--- src/rtl/ste_avg_bcd_conv.sv ---
// Sequential double-dabble converter from averaged binary words to packed BCD for the display.
// Optional macro STE_BCD_BLANK_EN replaces leading zero digits with the 4'hF blank code.
module ste_avg_bcd_conv #(
    parameter int unsigned DATA_W = 16,
    parameter int unsigned DIGITS = 5
) (
    input  logic                  clk,
    input  logic                  rst,
    input  logic [DATA_W-1:0]     din_i,
    input  logic                  din_update_i,
    input  logic                  hold_i,
    output logic [4*DIGITS-1:0]   bcd_o,
    output logic                  bcd_valid_o,
    output logic                  busy_o,
    output logic                  ovf_o
);

    localparam int unsigned BCD_W = 4 * DIGITS;
    localparam int unsigned CNT_W = (DATA_W > 1) ? $clog2(DATA_W) : 1;
    localparam logic [CNT_W-1:0] CNT_LAST = CNT_W'(DATA_W - 1);

    typedef enum logic [1:0] {StIdle, StShift, StDone} state_e;

    state_e              state_q, state_d;
    logic [DATA_W-1:0]   sreg_q, sreg_d;
    logic [BCD_W-1:0]    scratch_q, scratch_d;
    logic [CNT_W-1:0]    cnt_q, cnt_d;
    logic                ovf_scr_q, ovf_scr_d;
    logic                pend_valid_q, pend_valid_d;
    logic [DATA_W-1:0]   pend_data_q, pend_data_d;
    logic [BCD_W-1:0]    bcd_q, bcd_d;
    logic                bcd_valid_q, bcd_valid_d;
    logic                ovf_q, ovf_d;

    logic [BCD_W-1:0]    adj;
    logic [BCD_W-1:0]    sat;
    logic [BCD_W-1:0]    result;
`ifdef STE_BCD_BLANK_EN
    logic                seen;
`endif

    // Add-3 correction on every digit that would reach 10 or more after the shift.
    always_comb begin
        adj = '0;
        sat = '0;
        for (int i = 0; i < int'(DIGITS); i++) begin
            adj[4*i +: 4] = (scratch_q[4*i +: 4] >= 4'd5) ? scratch_q[4*i +: 4] + 4'd3
                                                          : scratch_q[4*i +: 4];
            sat[4*i +: 4] = 4'h9;
        end
    end

    always_comb begin
        result = ovf_scr_q ? sat : scratch_q;
`ifdef STE_BCD_BLANK_EN
        seen = ovf_scr_q;
        for (int i = int'(DIGITS) - 1; i > 0; i--) begin
            if (!seen && scratch_q[4*i +: 4] == 4'h0) begin
                result[4*i +: 4] = 4'hF;
            end else begin
                seen = 1'b1;
            end
        end
`endif
    end

    always_comb begin
        state_d      = state_q;
        sreg_d       = sreg_q;
        scratch_d    = scratch_q;
        cnt_d        = cnt_q;
        ovf_scr_d    = ovf_scr_q;
        pend_valid_d = pend_valid_q;
        pend_data_d  = pend_data_q;
        bcd_d        = bcd_q;
        bcd_valid_d  = 1'b0;
        ovf_d        = ovf_q;

        unique case (state_q)
            StIdle: begin
                if (din_update_i && !hold_i) begin
                    sreg_d       = din_i;
                    scratch_d    = '0;
                    cnt_d        = CNT_LAST;
                    ovf_scr_d    = 1'b0;
                    pend_valid_d = 1'b0;
                    state_d      = StShift;
                end else if (pend_valid_q && !hold_i) begin
                    sreg_d       = pend_data_q;
                    scratch_d    = '0;
                    cnt_d        = CNT_LAST;
                    ovf_scr_d    = 1'b0;
                    pend_valid_d = 1'b0;
                    state_d      = StShift;
                end
            end
            StShift: begin
                sreg_d    = {sreg_q[DATA_W-2:0], 1'b0};
                scratch_d = {adj[BCD_W-2:0], sreg_q[DATA_W-1]};
                ovf_scr_d = ovf_scr_q | adj[BCD_W-1];
                if (cnt_q == '0) begin
                    state_d = StDone;
                end else begin
                    cnt_d = cnt_q - 1'b1;
                end
            end
            StDone: begin
                if (!hold_i) begin
                    bcd_d       = result;
                    ovf_d       = ovf_scr_q;
                    bcd_valid_d = 1'b1;
                end
                state_d = StIdle;
            end
            default: state_d = StIdle;
        endcase

        // Latest strobe while busy wins; hold flushes anything waiting.
        if (state_q != StIdle && din_update_i && !hold_i) begin
            pend_valid_d = 1'b1;
            pend_data_d  = din_i;
        end
        if (hold_i) begin
            pend_valid_d = 1'b0;
        end
    end

    always_ff @(posedge clk) begin
        if (rst) begin
            state_q      <= StIdle;
            sreg_q       <= '0;
            scratch_q    <= '0;
            cnt_q        <= '0;
            ovf_scr_q    <= 1'b0;
            pend_valid_q <= 1'b0;
            pend_data_q  <= '0;
            bcd_q        <= '0;
            bcd_valid_q  <= 1'b0;
            ovf_q        <= 1'b0;
        end else begin
            state_q      <= state_d;
            sreg_q       <= sreg_d;
            scratch_q    <= scratch_d;
            cnt_q        <= cnt_d;
            ovf_scr_q    <= ovf_scr_d;
            pend_valid_q <= pend_valid_d;
            pend_data_q  <= pend_data_d;
            bcd_q        <= bcd_d;
            bcd_valid_q  <= bcd_valid_d;
            ovf_q        <= ovf_d;
        end
    end

    assign bcd_o       = bcd_q;
    assign bcd_valid_o = bcd_valid_q;
    assign ovf_o       = ovf_q;
    assign busy_o      = (state_q != StIdle);

endmodule
--- config.mk ---
export PLATFORM = sky130hd
export DESIGN_NAME = ste_avg_bcd_conv
export DESIGN_NICKNAME = d
export VERILOG_FILES = /design/src/rtl/ste_avg_bcd_conv.sv
export SDC_FILE = /design/constraint.sdc
export NUM_CORES = 1
export LEC_CHECK = 0
export CORE_AREA = 2 2 100 102
export CTS_CLUSTER_SIZE = 30
export DETAILED_ROUTE_END_ITERATION = 7
export DIE_AREA = 0 0 102 104
export PLACE_DENSITY = 0.61
export SYNTH_ARGS = -nofsm -noshare
export SYNTH_HDL_FRONTEND = slang
export SYNTH_SLANG_ARGS = --single-unit
--- constraint.sdc ---
create_clock -name clk -period 2.1 [get_ports clk]
set_input_delay 0.63 -clock clk [delete_from_list [all_inputs] [get_ports clk]]
set_output_delay 0.63 -clock clk [all_outputs]
set_load 0.02 [all_outputs]
==> results.md, run 1 <==
- Status: complete, no violations
- Drt drc: 0
- Worst Setup Start Kind: register
- Mapped Cells: 416
- Worst-Margin Slew: 0.732 ns
- Gr usage total: 15.2%
- Comb pwr share: 9.3%
- Drt initial violations: 87
- Longest Clk Path Bufs: 2
- Io pins: 43
- Ranking of synthesized cells by area: dfxtp_1 (46%), nand2_1 (9.0%), a21oi_1 (6.2%)
- Total grt overflow: 0
- DIE AREA: 10600 um2
- CP required: 1.47 ns
- Syn_area_per_cell: 8.51 um2
- Endpoint, Worst Hold: bcd_o[10]
- Die Y: 104 um
- Clk pwr share: 40.3%
- Wire per inst: 12.8 um
- Pre-antenna DRT Iters: 4
- HP Class: register to register
- Critical Path AT: 1.31 ns
- Yosys top cell area share: 46.4%
- Fillers: 977
- FF+latch count, synth: 82
- Min-Delay Path Depth: 2
- Net Sw Frac: 24.9%
- Area Growth Syn to Fin: 24.9%
- NumNets Final: 495
- Max-cap check violation count: 0
- Hold Worst Slack: 0.454 ns
- Critical Path End Type: output pin
- TritonCTS clock tree: built
- Initial antenna violation count: 0
- Worst skew pair latency: 0.35 ns
- Delay-heaviest family, CP: buffers and inverters
- Syn. warnings: 0
- Sequential fraction of the synthesis area: 46.4%
- Die Wd: 102 um
- Netlist cell types: 39
- Worst Reg-to-Reg Cells: 6
- Vias: 2987
- Power Total: 3190 uW
- FF-to-FF End: scratch_q[14]
- Final Hold Violating Endpoints: 0
- Fraction of layout cells with a size suffix above 1: 11.5%
- Diode count: 0
- NetSw: 794 uW
- Vias per Instance: 4.96
- H-tree levels: 3
- Setup TNS: 0 ns
- Fin crit period: 1.94 ns
- Initial Util: 37.1%
- Worst Path Buf+Inv: 1
- Relative slew slack: 51.1%
- Syn nets: 447
- Synthesized cell area: 3540 um2
- Clock buffer count from CTS: 9
- CP max stage cell: clkdlybuf4s50_1
- DP HPWL: 5.46 mm
- Reg-to-reg startpoint: scratch_q[13]
- Final Cycle Share: 92.2%
- Maximum VDD drop: 0.000333 V
- CP max FO: 2
- Core ar.: 9550 um2
- Fin. max-slew vios: 0
- Root Buffer Master: clkbuf_8
- P_leak: 0.00154 uW
- Final Util: 46.3%
- Largest net degree at the start of global routing: 27
- RSZ-0062 raised after global routing: false
- FF-to-FF setup slack: 0.44 ns
- Setup CP Type: register to output pin
- Cell Chain, Critical Path: clkdlybuf4s50_1
- Vias in the first global route: 2926
- Final antenna-violating net count: 0
- IO buf count: 42
- Rows: 36
- Fmax: 516 MHz
- Commonest cells after routing, fill and taps aside: nand2_1 (85), dfxtp_1 (82), a21oi_1 (44), clkdlybuf4s50_1 (40), nor2_1 (19)
- Post-CTS Hold Fix Bufs: 0
- Hold path startpoint: bcd_o[10]
- Detailed Route WL: 7.72 mm
- First-pass GRT wire length: 13.3 mm
- Final Setup Violations: 0
- Most common cell after layout, fill and taps aside: nand2_1
- Routability congestion estimate: 0.793
- Reg power frac: 50.4%
- Synth area leader: dfxtp_1
- Clk pin slew, worst setup/hold paths: 0.09 ns
- PwrDens: 723 nW/um2
- Pint: 2400 uW
- Clock sinks: 82
- Clk_skew: 0.0104 ns
- CP max stage delay: 0.61 ns
-- power by group through the flow --
stage / registers (uW) / logic [uW] / clock network (uW)
after CTS: 1610 / 300 / 1310
after global routing: 1610 / 328 / 1370
after detailed placement: 1640 / 300 / 0
after global placement: 1640 / 298 / 0
after floorplan: 1650 / 170 / 0
final: 1610 / 298 / 1290
-- metrics by stage --
stage	area (um2)	setup WS (ns)	cells
final	4420	0.163	602
after global routing	4420	0.105	602
after CTS	4420	0.134	602
after detailed placement	4200	-0.132	586
after global placement	4200	-0.0870	586
after floorplan	3540	0.284	416
-- how the worst max path moves through the flow --
stage / start / endpoint / slack [ns] / cells past startpoint
finish: bcd_o[0] / bcd_o[0] / 0.16 / 1
floorplan: rst / sreg_q[10] / 0.28 / 6
detailed placement: hold_i / sreg_q[4] / -0.13 / 6
global placement: din_update_i / sreg_q[11] / -0.09 / 5
global route: bcd_o[15] / bcd_o[15] / 0.11 / 1
CTS: bcd_o[0] / bcd_o[0] / 0.13 / 1
-- kinds of logic after synthesis --
| kind of cell | synth area share, % |
|---|---|
| AND/OR/NAND/NOR | 18.9 |
| multiplexers | 2.09 |
| buffers and inverters | 5.23 |
| AO/OA/AOI/OAI | 21.0 |
| adder cells (fa/ha/maj) | 3.89 |
| flip-flops | 46.4 |
| XOR/XNOR | 2.47 |
-- Yosys cell counts (all sizes together) --
library cell and n:
inv 16, a221o 14, a31o 1, mux2 3
nand3 15, ha 11, or3 1, dfxtp 82
and3 1, buf 11, a2111oi 1, xor2 4
nor3b 2, a22oi 2, a221oi 1, mux2i 4
nor2b 2, nand2 85, a21oi 54, o31ai 3
and2 2, nor3 18, a22o 5, o22ai 1
clkbuf 14, xnor2 6, a211oi 3, nor2 21
o21bai 1, a311oi 6, o31a 1, o21ai 16
nand2b 8, o311a 1
-- sequential cells by signal, summed over array words and instances, names as in the netlist --
register,cells
bcd_o,20
scratch_q,20
pend_data_q,16
sreg_q,16
cnt_q,4
state_q,2
bcd_valid_o,1
ovf_o,1
ovf_scr_q,1
pend_valid_q,1
-- what timing repair did --
item	in CTS	in global routing
gates resized for setup	1	0
endpoints found under the setup margin	1	0
setup buffers	0	0
-- layer usage --
metal	GRT usage (%)	part of all wire (%)
met2	24.6	44
met1	20.0	51
met4	4.48	1.3
met3	3.70	3.5
met5	0	0
-- tightest hold or removal path, stage by stage (launching register included) --
cell and delay [ns]:
dfxtp_1 0.32, nand2_1 0.05, a21oi_1 0.05
-- final cells by class --
| class | count | area [um2] | share of cell area, % |
|---|---|---|---|
| Clock buffer | 9 | 124 | 2.80 |
| Clock inverter | 7 | 101 | 2.29 |
| Inverter | 16 | 60.1 | 1.36 |
| Multi-Input combinational cell | 293 | 1710 | 38.7 |
| Sequential cell | 82 | 1640 | 37.1 |
| Tap cell | 133 | 166 | 3.76 |
| Timing Repair Buffer | 62 | 614 | 13.9 |
(Power assumes the default switching activity.)
==> run 2: changes to the inputs <==
--- a/config.mk
+++ b/config.mk
@@ -6,6 +6,7 @@
 export NUM_CORES = 1
 export LEC_CHECK = 0
 export CORE_AREA = 2 2 100 102
+export CTS_CLUSTER_DIAMETER = 80
 export CTS_CLUSTER_SIZE = 30
 export DETAILED_ROUTE_END_ITERATION = 7
 export DIE_AREA = 0 0 102 104
==> results of run 2 <==
The final DEF is identical to that of run 1; final timing and power are the same.
